<file path="src/rtl/video_source_mux_pkg.sv">
// Shared types and helpers for the video source selector: FSM encoding,
// select-width arithmetic and config tuple sizing.
package video_source_mux_pkg;

    typedef enum logic [1:0] {
        ST_ACTIVE  = 2'd0,
        ST_PENDING = 2'd1,
        ST_BLANK   = 2'd2
    } state_e;

    // Ceiling log2, never below 1 so a width derived from it is always legal.
    function automatic int clog2(input int n);
        int w;
        w = 1;
        for (int i = 0; i < 31; i++) begin
            if ((1 << w) < n) w = w + 1;
        end
        return w;
    endfunction

    // Config tuple {sel, ovl_en, ovl_sel}.
    function automatic int cfg_w(input int sel_w);
        return 2 * sel_w + 1;
    endfunction

endpackage

</file>
<file path="src/rtl/video_source_mux_if.sv">
// Pixel-source bundle between the generators/sync logic and the selector.
interface video_source_mux_if
    import video_source_mux_pkg::*;
#(
    parameter int N_SRC   = 5,
    parameter int COLOR_W = 4
) ();
    localparam int SEL_W = clog2(N_SRC);
    localparam int PIX_W = 3 * COLOR_W;

    logic [N_SRC*PIX_W-1:0] src_rgb;
    logic [SEL_W-1:0]       sel;
    logic                   ovl_en;
    logic [SEL_W-1:0]       ovl_sel;
    logic                   frame_start;
    logic                   de_in;
    logic [PIX_W-1:0]       rgb_out;
    logic                   de_out;
    logic [SEL_W-1:0]       cur_sel;
    logic                   switching;

    modport master (
        output src_rgb, sel, ovl_en, ovl_sel, frame_start, de_in,
        input  rgb_out, de_out, cur_sel, switching
    );

    modport slave (
        input  src_rgb, sel, ovl_en, ovl_sel, frame_start, de_in,
        output rgb_out, de_out, cur_sel, switching
    );
endinterface

</file>
<file path="src/rtl/video_source_mux_cfg_commit_fsm.sv">
// Holds the committed source/overlay config and applies requested changes
// only on frame boundaries, optionally blanking whole frames afterwards.
module video_source_mux_cfg_commit_fsm
    import video_source_mux_pkg::*;
#(
    parameter int CFG_W        = 7,
    parameter int BLANK_FRAMES = 2
) (
    input  logic             clk,
    input  logic             rst,
    input  logic [CFG_W-1:0] req_cfg_i,
    input  logic             frame_start_i,
    output logic [CFG_W-1:0] cfg_o,
    output logic             switching_o,
    output logic             blank_o
);
    localparam int     CNT_W     = clog2(BLANK_FRAMES + 1);
    localparam logic   HAS_BLANK = (BLANK_FRAMES != 0);
    localparam state_e COMMIT_ST = HAS_BLANK ? ST_BLANK : ST_ACTIVE;

    state_e           state_q;
    logic [CFG_W-1:0] cfg_q, pend_q;
    logic [CNT_W-1:0] cnt_q;
    logic             sw_q;
    logic             differs;

    assign differs = (req_cfg_i != cfg_q);

    always_ff @(posedge clk or posedge rst) begin
        if (rst) begin
            state_q <= ST_ACTIVE;
            cfg_q   <= '0;
            pend_q  <= '0;
            cnt_q   <= '0;
            sw_q    <= 1'b0;
        end else begin
            // Pending always tracks the live request; only a commit moves it.
            pend_q <= req_cfg_i;
            case (state_q)
                ST_ACTIVE: begin
                    if (differs && frame_start_i) begin
                        cfg_q   <= req_cfg_i;
                        cnt_q   <= CNT_W'(BLANK_FRAMES);
                        state_q <= COMMIT_ST;
                        sw_q    <= HAS_BLANK;
                    end else if (differs) begin
                        state_q <= ST_PENDING;
                        sw_q    <= 1'b1;
                    end
                end
                ST_PENDING: begin
                    if (!differs) begin
                        state_q <= ST_ACTIVE;
                        sw_q    <= 1'b0;
                    end else if (frame_start_i) begin
                        cfg_q   <= pend_q;
                        cnt_q   <= CNT_W'(BLANK_FRAMES);
                        state_q <= COMMIT_ST;
                        sw_q    <= HAS_BLANK;
                    end
                end
                ST_BLANK: begin
                    if (frame_start_i) begin
                        if (cnt_q > CNT_W'(1)) begin
                            cnt_q <= cnt_q - CNT_W'(1);
                        end else if (differs) begin
                            cfg_q <= req_cfg_i;
                            cnt_q <= CNT_W'(BLANK_FRAMES);
                        end else begin
                            state_q <= ST_ACTIVE;
                            sw_q    <= 1'b0;
                        end
                    end
                end
                default: begin
                    state_q <= ST_ACTIVE;
                    sw_q    <= 1'b0;
                end
            endcase
        end
    end

    assign cfg_o       = cfg_q;
    assign switching_o = sw_q;
    assign blank_o     = (state_q == ST_BLANK);
endmodule

</file>
<file path="src/rtl/video_source_mux.sv">
// Registered pixel-source selector with colour-key overlay; the mux only
// ever looks at the frame-aligned committed config.
module video_source_mux
    import video_source_mux_pkg::*;
#(
    parameter int                                 N_SRC         = 5,
    parameter int                                 COLOR_W       = 4,
    parameter int                                 BLANK_FRAMES  = 2,
    parameter logic [3*COLOR_W-1:0]               KEY_COLOR     = '0,
    parameter logic [3*COLOR_W-1:0]               DEFAULT_COLOR = '1
) (
    input  logic               clk,
    input  logic               rst,
    video_source_mux_if.slave  vif
);
    localparam int SEL_W = clog2(N_SRC);
    localparam int PIX_W = 3 * COLOR_W;
    localparam int CFG_W = cfg_w(SEL_W);

    logic [N_SRC-1:0][PIX_W-1:0] src;
    logic [CFG_W-1:0]            cfg;
    logic [SEL_W-1:0]            c_sel, c_ovl_sel;
    logic                        c_ovl_en;
    logic                        blank, switching;
    logic                        base_ok, ovl_ok;
    logic [PIX_W-1:0]            base_pix, ovl_pix, pix_d, rgb_q;
    logic                        de_q;

    assign src = vif.src_rgb;

    video_source_mux_cfg_commit_fsm #(
        .CFG_W        (CFG_W),
        .BLANK_FRAMES (BLANK_FRAMES)
    ) u_fsm (
        .clk           (clk),
        .rst           (rst),
        .req_cfg_i     ({vif.sel, vif.ovl_en, vif.ovl_sel}),
        .frame_start_i (vif.frame_start),
        .cfg_o         (cfg),
        .switching_o   (switching),
        .blank_o       (blank)
    );

    assign {c_sel, c_ovl_en, c_ovl_sel} = cfg;

    // Extra bit keeps the range compare legal when N_SRC is a power of two.
    assign base_ok  = ({1'b0, c_sel}     < (SEL_W+1)'(N_SRC));
    assign ovl_ok   = ({1'b0, c_ovl_sel} < (SEL_W+1)'(N_SRC));
    assign base_pix = base_ok ? src[c_sel] : DEFAULT_COLOR;
    assign ovl_pix  = ovl_ok ? src[c_ovl_sel] : KEY_COLOR;
    assign pix_d    = (c_ovl_en && ovl_ok && (ovl_pix != KEY_COLOR)) ? ovl_pix : base_pix;

    always_ff @(posedge clk or posedge rst) begin
        if (rst) begin
            rgb_q <= '0;
            de_q  <= 1'b0;
        end else begin
            de_q  <= vif.de_in;
            rgb_q <= (!vif.de_in || blank) ? '0 : pix_d;
        end
    end

    assign vif.rgb_out   = rgb_q;
    assign vif.de_out    = de_q;
    assign vif.cur_sel   = c_sel;
    assign vif.switching = switching;
endmodule

</file>
<file path="src/flat_wrapper.sv">
// flat-port wrapper written by rule: the top's interface ports become plain ports
module video_source_mux_flat import video_source_mux_pkg::*;
#(
    parameter int                                 N_SRC         = 5,
    parameter int                                 COLOR_W       = 4,
    parameter int                                 BLANK_FRAMES  = 2,
    parameter logic [3*COLOR_W-1:0]               KEY_COLOR     = '0,
    parameter logic [3*COLOR_W-1:0]               DEFAULT_COLOR = '1
)
  (clk, rst, vif_src_rgb, vif_sel, vif_ovl_en, vif_ovl_sel, vif_frame_start, vif_de_in, vif_rgb_out, vif_de_out, vif_cur_sel, vif_switching);
  video_source_mux_if #(.N_SRC(N_SRC), .COLOR_W(COLOR_W)) vif_i ();
  input  logic clk;
  input  logic rst;
  input wire logic [$bits(vif_i.src_rgb)-1:0] vif_src_rgb;
  input wire logic [$bits(vif_i.sel)-1:0] vif_sel;
  input wire logic [$bits(vif_i.ovl_en)-1:0] vif_ovl_en;
  input wire logic [$bits(vif_i.ovl_sel)-1:0] vif_ovl_sel;
  input wire logic [$bits(vif_i.frame_start)-1:0] vif_frame_start;
  input wire logic [$bits(vif_i.de_in)-1:0] vif_de_in;
  output wire logic [$bits(vif_i.rgb_out)-1:0] vif_rgb_out;
  output wire logic [$bits(vif_i.de_out)-1:0] vif_de_out;
  output wire logic [$bits(vif_i.cur_sel)-1:0] vif_cur_sel;
  output wire logic [$bits(vif_i.switching)-1:0] vif_switching;
  assign vif_i.src_rgb = vif_src_rgb;
  assign vif_i.sel = vif_sel;
  assign vif_i.ovl_en = vif_ovl_en;
  assign vif_i.ovl_sel = vif_ovl_sel;
  assign vif_i.frame_start = vif_frame_start;
  assign vif_i.de_in = vif_de_in;
  assign vif_rgb_out = vif_i.rgb_out;
  assign vif_de_out = vif_i.de_out;
  assign vif_cur_sel = vif_i.cur_sel;
  assign vif_switching = vif_i.switching;
  video_source_mux #(.N_SRC(N_SRC), .COLOR_W(COLOR_W), .BLANK_FRAMES(BLANK_FRAMES), .KEY_COLOR(KEY_COLOR), .DEFAULT_COLOR(DEFAULT_COLOR)) u_core (.clk(clk), .rst(rst), .vif(vif_i));
endmodule
</file>
<file path="config.mk">
export PLATFORM = sky130hd
export DESIGN_NAME = video_source_mux_flat
export DESIGN_NICKNAME = d
export VERILOG_FILES = /design/src/rtl/video_source_mux_pkg.sv /design/src/rtl/video_source_mux_if.sv /design/src/rtl/video_source_mux_cfg_commit_fsm.sv /design/src/rtl/video_source_mux.sv /design/src/flat_wrapper.sv
export SDC_FILE = /design/constraint.sdc
export NUM_CORES = 1
export LEC_CHECK = 0
export CAP_MARGIN = 20
export CORE_MARGIN = 2
export CORE_UTILIZATION = 45
export CTS_BUF_LIST = sky130_fd_sc_hd__clkbuf_16
export DETAILED_ROUTE_END_ITERATION = 7
export PLACE_DENSITY = 0.92
export SETUP_SLACK_MARGIN = 0.05
export SKIP_LAST_GASP = 1
export SLEW_MARGIN = 10
export SYNTH_ARGS = -nofsm -noshare
export SYNTH_HDL_FRONTEND = slang
export SYNTH_SLANG_ARGS = --single-unit
export TNS_END_PERCENT = 5
</file>
<file path="constraint.sdc">
create_clock -name clk -period 3 [get_ports clk]
set_input_delay 0.6 -clock clk [delete_from_list [all_inputs] [get_ports clk]]
set_output_delay 0.6 -clock clk [all_outputs]
set_load 0.01 [all_outputs]
</file>
## Word-level counts from Yosys, hierarchy flattened

Cells that the tools add are included.

- Add/sub/neg operators: 1
- Order comparisons: 5
- Eq/ne operators: 13
- Mux-type cells: 37
- Reduce and logical (&&, ||, !) cells: 11

Operator list:

| kind | count |
|---|---|
| $bmux W12 S3 | 2 |
| $mux W12 | 6 |
| $mux W7 | 6 |
| $mux W2 | 12 |
| $pmux W7 S3 | 1 |
| $ne A2 B2 Y1 const B | 7 |
| $pmux W2 S3 | 2 |
| $reduce_bool A12 Y1 | 1 |
| $ne A3 B3 Y1 const B | 3 |
| $lt A3 B4 Y1 const B | 2 |
| $mux W1 | 7 |
| $ne A7 B7 Y1 | 1 |
| $reduce_and A7 Y1 | 1 |
| $lt A3 B3 Y1 const B | 2 |
| $reduce_and A6 Y1 | 1 |
| $reduce_and A5 Y1 | 1 |
| $logic_and A1 B1 Y1 | 3 |
| $pmux W1 S3 | 1 |
| $reduce_bool A3 Y1 | 1 |
| $eq A2 B1 Y1 const B | 1 |
| $eq A2 B2 Y1 const B | 1 |
| $gt A2 B1 Y1 const B | 1 |
| $logic_not A2 Y1 | 1 |
| $sub A2 B1 Y2 const B | 1 |
| other kinds (2) | 2 |

- Flip-flop bits (word level): 32
- Input bits: 71
- Output and inout port bits: 17
- Word-level logic and storage cells: 74

## Depth between registers and ports, before layout

- Depth in word-level cells: 7
- Gate-level depth with buffers: 8
- Depth with buffers taken out: 5

## By module

A second synthesis with hierarchy kept.

- Cell total of the unflattened synthesis: 214
- Area total of the unflattened synthesis: 2,508.7 µm²

By module, submodules not included:

| module | instances | cells an instance | area an instance (µm²) | seq. area each (µm²) |
|---|---|---|---|---|
| video_source_mux | 1 | 142 | 1,582.8 | 325.3 |
| video_source_mux_cfg_commit_fsm | 1 | 72 | 925.9 | 475.5 |

## Least setup slack after synthesis

OpenSTA, ideal clock, no wires.

- Path kind: in2reg
- Start point: in vif_src_rgb[19]
- End point: reg u_core.rgb_q[10], in the netlist u_core.vif.rgb_out[10]
- Setup time: 0.079 ns
- Arrival: 2.091 ns
- Required time: 2.921 ns
- Setup slack: 0.829 ns
- Cell stages on the path: 6
- Path buffers: 1
- Cells stage by stage: mux4_1 nor4_2 a31oi_1 o211ai_2 buf_6 mux2i_1

- Word-level cells in the longest chain between the ends: 7

RTL lines:

| element | RTL line | source |
|---|---|---|
| start, declared | flat_wrapper.sv:14 | `input wire logic [$bits(vif_i.src_rgb)-1:0] vif_src_rgb;` |
| $bmux W12 S3 | video_source_mux.sv:50 | `assign ovl_pix = ovl_ok ? src[c_ovl_sel] : KEY_COLOR;` |
| $mux W12 (implied by the code) | video_source_mux.sv:50 |  |
| $mux W12 | video_source_mux.sv:50 |  |
| $reduce_bool A12 Y1 | video_source_mux.sv:51 | `assign pix_d = (c_ovl_en && ovl_ok && (ovl_pix != KEY_COLOR)) ? ovl_pix : base_pix;` |
| $logic_and A1 B1 Y1 | video_source_mux.sv:51 |  |
| $mux W12 | video_source_mux.sv:51 |  |
| $mux W12 | video_source_mux.sv:59 | `rgb_q <= (!vif.de_in \|\| blank) ? '0 : pix_d;` |
| end signal, assigned | video_source_mux.sv:59 |  |
| end, declared | video_source_mux.sv:26 | `logic [PIX_W-1:0] base_pix, ovl_pix, pix_d, rgb_q;` |

Every way passes these cells. The select of a mux whose other input is x is not followed.
A chain may end at the register's enable or synchronous reset.

## Worst setup path in the final report

- Start point: reg u_core.u_fsm.cfg_q[0], in the netlist u_core.u_fsm.cfg_o[0]
- End point: reg u_core.rgb_q[11], in the netlist u_core.vif.rgb_out[11]

- Word-level cells in the longest chain between the ends: 7
- Elaborated cells between the ends (all ways): 9
- Classes of those cells: order compare: 1; mux: 5; reduce/logical: 3

RTL lines:

| element | RTL line | source |
|---|---|---|
| start, declared | video_source_mux_cfg_commit_fsm.sv:22 | `logic [CFG_W-1:0] cfg_q, pend_q;` |
| start signal, assigned | video_source_mux_cfg_commit_fsm.sv:42 | `cfg_q <= req_cfg_i;` |
| start signal, assigned | video_source_mux_cfg_commit_fsm.sv:56 | `cfg_q <= pend_q;` |
| start signal, assigned | video_source_mux_cfg_commit_fsm.sv:67 | `cfg_q <= req_cfg_i;` |
| $bmux W12 S3 | video_source_mux.sv:50 |  |
| $mux W12 (implied by the code) | video_source_mux.sv:50 |  |
| $mux W12 | video_source_mux.sv:50 |  |
| $reduce_bool A12 Y1 | video_source_mux.sv:51 |  |
| $logic_and A1 B1 Y1 | video_source_mux.sv:51 |  |
| $mux W12 * | video_source_mux.sv:51 |  |
| $mux W12 * | video_source_mux.sv:59 |  |

Every way passes the cells marked *; elsewhere a longest branch is shown, timed or not. The select of a mux whose other input is x is not followed.

==> results.cfg <==
[floorplanning]
pin_count = 88
die_area_um2 = 6110
die_w_um = 78.2
core_um2 = 5410
fp-row-count = 27
start_util_pct = 45.8
dieHeight_um = 78.2

[timing]
finalSetupTns_ns = 0
timing.fmax_mhz = 374
setup_viol = 0
slew_viol_final = 0
layout_worst_path_cycle_share_pct = 89.1
skew_ns = 0.00254
worst_pin_slew_ns = 0.817
slew_headroom_pct = 45.5
hold_viol_final = 0
rsz0062_at_grt = no
period_minus_slack_ns = 2.67
whs_ns = 0.518

[synth]
synth_top_area_share_pct = 32.4
yosysSeqAreaShare_pct = 32.4
async_flop_share_pct = 100
syn_area_per_cell_um2 = 11.6
yosys-top-cells-area = dfrtp_1 32%, mux2_2 16%, mux4_1 9.6%
synth_area_um2 = 2470
yosysTopAreaCell = dfrtp_1
synth_common_cells = 35 x mux2_2, 32 x dfrtp_1, 15 x nand2b_1
synth_ff_type = dfrtp_1
synth_edf_count = 0
yosysWarnings = 0
synthDistinctLibCells = 38
ys_seq_elements = 32
syn_inst = 214
yosysMostFrequentCell = mux2_2
syn-num-nets = 285

[clock_tree]
cts.clk_slew.worst_paths_ns = 0.05
clock_path_buffers = 2
htree_levels = 2
insertion_delay_ns = 0.27
post_cts_resized = 0
hold_buffers = 0
cts_sinks = 32
cts_tree = yes
cts_setup_buffers = 0
cts-root-buf = clkbuf_16
cts_buffers = 5

[worst_setup_path]
cp-startpoint = u_core.u_fsm.cfg_o[0]
crit_path_end_kind = flip-flop
cp_data_required_time_ns = 3.19
crit_fanout = 12
crit_type = flip-flop to flip-flop
critPathLaunchType = flip-flop
cp.arrival_ns = 2.86
r2r_start = u_core.u_fsm.cfg_o[0]

[finish]
post-route-util_pct = 64.9
syn_to_final_growth_pct = 41.7
fill_cells = 424
n_antenna_cell = 0
drive_above_1_share_pct = 18.6
design_area_um2 = 3510
final_nets = 366

[detailed_routing]
firstDrtPassIters = 4
via_per_inst = 6.10
drt_iter0_markers = 162
vias = 2239
wl_um = 7290
ant_nets = 0
routedWlPerCell_um = 19.9
drc_errors = 0

[power]
leakage_nw = 1.37
p_per_area_nw_per_um2 = 804
ir_drop_mv = 0.489

[placed_design]
gp_congestion = 0.892
hpwlAfterDp_um = 5190
portBuffers = 87
place_area_um2 = 3370

[global_routing]
grt_pass1_wl_um = 11600
grt_max_degree = 33
grt-ovfl-total = 0
grt_usage_pct = 24.4
grt_pass1_vias = 2281
antenna_found_initial = 0

[worst_hold_path]
hold_path_class = flip-flop to flip-flop
hp-start = u_core.u_fsm.cnt_q[0]

[status]
outcome = finished clean

[job]
cap_violations = 0
==> critical path, stage by stage, from the launching register on <==
cell and delay (ns):
dfrtp_1 0.75, buf_4 0.26, mux4_1 0.62, nor4_1 0.22, a31oi_1 0.14, o211ai_2 0.17, buf_4 0.22, mux2i_1 0.21
==> stage by stage <==
stage	total power, mW	instances	setup WS, ns
2_1_floorplan	1.88	214	0.829
3_3_place_gp	2.29	360	0.277
3_5_place_dp	2.32	360	0.245
4_1_cts	2.81	367	0.324
5_1_grt	2.99	367	0.157
6_report	2.82	367	0.328
==> report_power, final <==
| group | switching [mW] | leakage, nW | internal [mW] |
|---|---|---|---|
| clock | 0.175 | 0.0648 | 0.296 |
| sequential | 0.264 | 0.399 | 0.553 |
| combinational | 0.665 | 0.911 | 0.864 |
| total | 1.10 | 1.37 | 1.71 |
==> cell type report <==
cell class                      instances  area, um^2  area share [%]
Sequential cell                        32         801            22.8
Clock buffer                            5         125            3.57
Clock inverter                          2        7.51           0.214
Tap cell                               72        90.1            2.57
Inverter                                5        18.8           0.535
Multi-Input combinational cell        156        1530            43.7
Timing Repair Buffer                   95         931            26.6
==> logic make-up after synthesis <==
logic type / share of synthesized area (%)
muxes: 33.9
AOI/OAI and AO/OA: 16.6
xor gates and xnor gates: 2.48
DFF: 32.4
and+or+nand+nor: 9.00
buffers and inverters: 5.71
==> path summary, 6_finish.rpt <==
| kind | to | slack [ns] | depth (start not counted) |
|---|---|---|---|
| setup / recovery | u_core.vif.rgb_out[11] | 0.33 | 7 |
| hold / removal | u_core.u_fsm.cnt_q[0] | 0.52 | 1 |
| setup reg to reg | u_core.vif.rgb_out[11] | 0.33 | 7 |
| hold reg to reg | u_core.u_fsm.cnt_q[0] | 0.52 | 1 |
| max in group asynchronous | u_core.u_fsm.pend_q[4] | 1.97 | 3 |
| min in group asynchronous | u_core.vif.rgb_out[2] | 0.72 | 3 |
==> routing by layer <==
metal	GRT usage, %	part of all wire [%]
met4	9.82	3.4
met5	0	0
met2	38.6	49
met1	32.4	41
met3	5.63	7.0
==> sequential cells by signal, indices dropped and copies added, names as in the netlist <==
name,cells
u_core.vif.de_out,1
u_core.u_fsm.pend_q,7
u_core.vif.rgb_out,12
u_core.u_fsm.cfg_o,7
u_core.u_fsm.cnt_q,2
u_core.u_fsm.switching_o,1
u_core.u_fsm.state_q,2
==> placed cells by master (no fill, tap or decap), types with 4 or more instances in the layout <==
cell             synthesis  layout
nor2_1                   4       4
o21ai_0                  5       5
a22oi_1                 12      12
clkbuf_16                0       5
clkdlybuf4s50_1          0      87
nor4_1                   5       5
inv_1                    5       5
nand2b_1                15      15
mux2_2                  35      35
o221ai_1                12      12
buf_4                    3       8
mux4_1                   9       9
xor2_1                   4       4
mux2i_1                 14      14
dfrtp_1                 32      32
o22a_1                  11      11
Note: power is estimated with default switching activity, not from simulation.
==> edit, RTL diff (config.mk and constraints unchanged) <==
`BLANK_FRAMES` is set to 2 in 3 places; all go to 4.
--- a/src/rtl/video_source_mux_cfg_commit_fsm.sv
+++ b/src/rtl/video_source_mux_cfg_commit_fsm.sv
@@ -6,3 +6,3 @@
     parameter int CFG_W        = 7,
-    parameter int BLANK_FRAMES = 2
+    parameter int BLANK_FRAMES = 4
 ) (
--- a/src/rtl/video_source_mux.sv
+++ b/src/rtl/video_source_mux.sv
@@ -7,3 +7,3 @@
     parameter int                                 COLOR_W       = 4,
-    parameter int                                 BLANK_FRAMES  = 2,
+    parameter int                                 BLANK_FRAMES  = 4,
     parameter logic [3*COLOR_W-1:0]               KEY_COLOR     = '0,
--- a/src/flat_wrapper.sv
+++ b/src/flat_wrapper.sv
@@ -5,3 +5,3 @@
     parameter int                                 COLOR_W       = 4,
-    parameter int                                 BLANK_FRAMES  = 2,
+    parameter int                                 BLANK_FRAMES  = 4,
     parameter logic [3*COLOR_W-1:0]               KEY_COLOR     = '0,
Check against the original RTL: not equivalent (a bounded check fails within 4 cycles, from zero or initial values and one cycle with rst high).
==> edit against the original RTL <==
Total power up 11%; sequential share of layout area down 0.34 points; routed wire length up 7.1%; worst setup slack worse by 0.10 ns; clock power up 40%; area after synthesis up 5.0%; clock skew up 0.0023 ns; sequential cell count up 1; fmax down 3.8%; final area up 4.9%; critical path type unchanged; critical endpoint is now u_core.vif.rgb_out[2]$_DFF_PP0_; largest cell class unchanged; highest routed layer unchanged.
==> edit: results (changes against the original RTL) <==
synth.top_cells.by_count: "mux2_2, dfrtp_1, nand2_1"  # was mux2_2, dfrtp_1, nand2b_1
grtUsageTotal_pct: 25.89  # was 24.41%
fill_cells: 434  # was 424
hold_path_class: "reg -> reg"  # unchanged
combPwrFrac_pct: 51.3  # was 54.3%
fin_nets: 399  # was 366
place.gp.congestion: 0.8566  # was 0.8919
peakVddDrop_uv: 431.8  # was 489.4 uV
tightest_slew_ns: 0.8182  # was 0.8171 ns
period_minus_slack_ns: 2.777  # was 2.672 ns
grt_max_degree: 34  # was 33
insertion_delay_ns: 0.28
power_leakage_nw: 1.510  # was 1.375 nW
vias: 2454  # was 2239
wire_per_inst_um: 19.56  # was 19.86 um
drt_first_iter_violations: 214  # was 162
synth_fp_nets: 320  # was 285
async_flop_share_pct: 100.0  # unchanged
dp_cells: 391  # was 360
holdWs_ns: 0.5435  # was 0.5179 ns
synth_area_leaders: "dfrtp_1, mux2_2, mux4_1"  # unchanged
met3_usage_pct: 5.995  # was 5.632%
grt_pass1_vias: 2553  # was 2281
drt-met1-wl_um: 2981  # was 2974 um
ys_seq_area_share_pct: 31.79  # was 32.36%
cpPeakStageDelay_ns: 0.67  # was 0.75 ns
status: "finished, final reports clean"  # unchanged
hpwl_um: 5498  # was 5193 um
hold_viol: 0  # unchanged
pwr-share-clk_pct: 21.1  # was 16.7%
met3WireLength_um: 712  # was 511 um
synth_cell_type_count: 37  # was 38
ant_nets: 0  # unchanged
crit_path_top_delay_cell: "mux4_1"  # was dfrtp_1
largest_register_ffs: 12  # unchanged
ys_warn_count: 0  # unchanged
path_clk_slew_ns: 0.05  # about the same
design.core.area_sq_um: 5540  # was 5405 sq um
ys.flop_type: "dfrtp_1"  # unchanged
cts_root_buf: "clkbuf_16"  # unchanged
internal_power_mw: 1.897  # was 1.713 mW
use_met1_pct: 31.07  # was 32.42%
antenna_found_initial: 0  # unchanged
syn_area_per_cell_sq_um: 10.52  # was 11.56 sq um
postPlaceCellArea_sq_um: 3485  # was 3373 sq um
grt_first_pass_wirelength_um: 12630  # was 11550 um
skew_ns: 0.004840  # was 0.002545 ns
regToRegSetupSlack_ns: 0.22  # was 0.33 ns
globalRouteMet2Util_pct: 43.17  # was 38.62%
route.top_layer_used: "met4"  # unchanged
worst_ep_arrival_time_ns: 2.96  # was 2.86 ns
cp_max_fo: 16  # was 12
htreeDepth: 2  # unchanged
routed_via_density: 6.150  # was 6.101
dp_slack_ns: 0.07401  # was 0.2453 ns
clockBufferDepth: 2  # unchanged
power_mw: 3.116  # was 2.818 mW
drtPass1Iterations: 4  # unchanged
dr_wl_met2_um: 3822  # was 3550 um
drive_above_1_share_pct: 18.65  # was 18.64%
## edit: cell count changes after synthesis, sizes merged, moves of 12 or more
cell	delta
a22oi	-12
inv	+14
nand2b	-12
nand2	+24
o21ai	+13
## edit: area by class of cell
cell class / instances / area, sq um / area share (%)
Inverter: 19 / 71.32 / 1.940
Sequential cell: 33 / 827.0 / 22.50
Tap cell: 72 / 90.09 / 2.451
Timing Repair Buffer: 94 / 923.4 / 25.12
Clock inverter: 3 / 65.06 / 1.770
Clock buffer: 5 / 125.1 / 3.404
Multi-Input combinational cell: 173 / 1574 / 42.82
## edit: worst paths after layout
| check | startpoint | endpoint | depth (start not counted) |
|---|---|---|---|
| worst max-delay path | u_core.u_fsm.cfg_o[0]$_DFFE_PP0P_ | u_core.vif.rgb_out[2]$_DFF_PP0_ | 6 |
| worst min-delay path | u_core.u_fsm.cnt_q[1]$_DFFE_PP0P_ | u_core.u_fsm.cnt_q[1]$_DFFE_PP0P_ | 2 |
| worst max register to register | u_core.u_fsm.cfg_o[0]$_DFFE_PP0P_ | u_core.vif.rgb_out[2]$_DFF_PP0_ | 6 |
| worst min register to register | u_core.u_fsm.cnt_q[1]$_DFFE_PP0P_ | u_core.u_fsm.cnt_q[1]$_DFFE_PP0P_ | 2 |
| max in group asynchronous | rst | u_core.u_fsm.cfg_o[0]$_DFFE_PP0P_ | 3 |
| min in group asynchronous | rst | u_core.vif.rgb_out[4]$_DFF_PP0_ | 3 |
## edit: logic make-up after synthesis
kind of cell	share of synthesized area, %
buf+inv	7.610
flops	31.79
mux	32.80
fa+ha+maj	0.9632
compound gates	15.80
xor+xnor	2.360
simple gates	8.671
## edit: timing repair
action,in CTS,in global routing
setup buffers,0,0
endpoints found under the setup margin,0,12
resized for setup,0,1
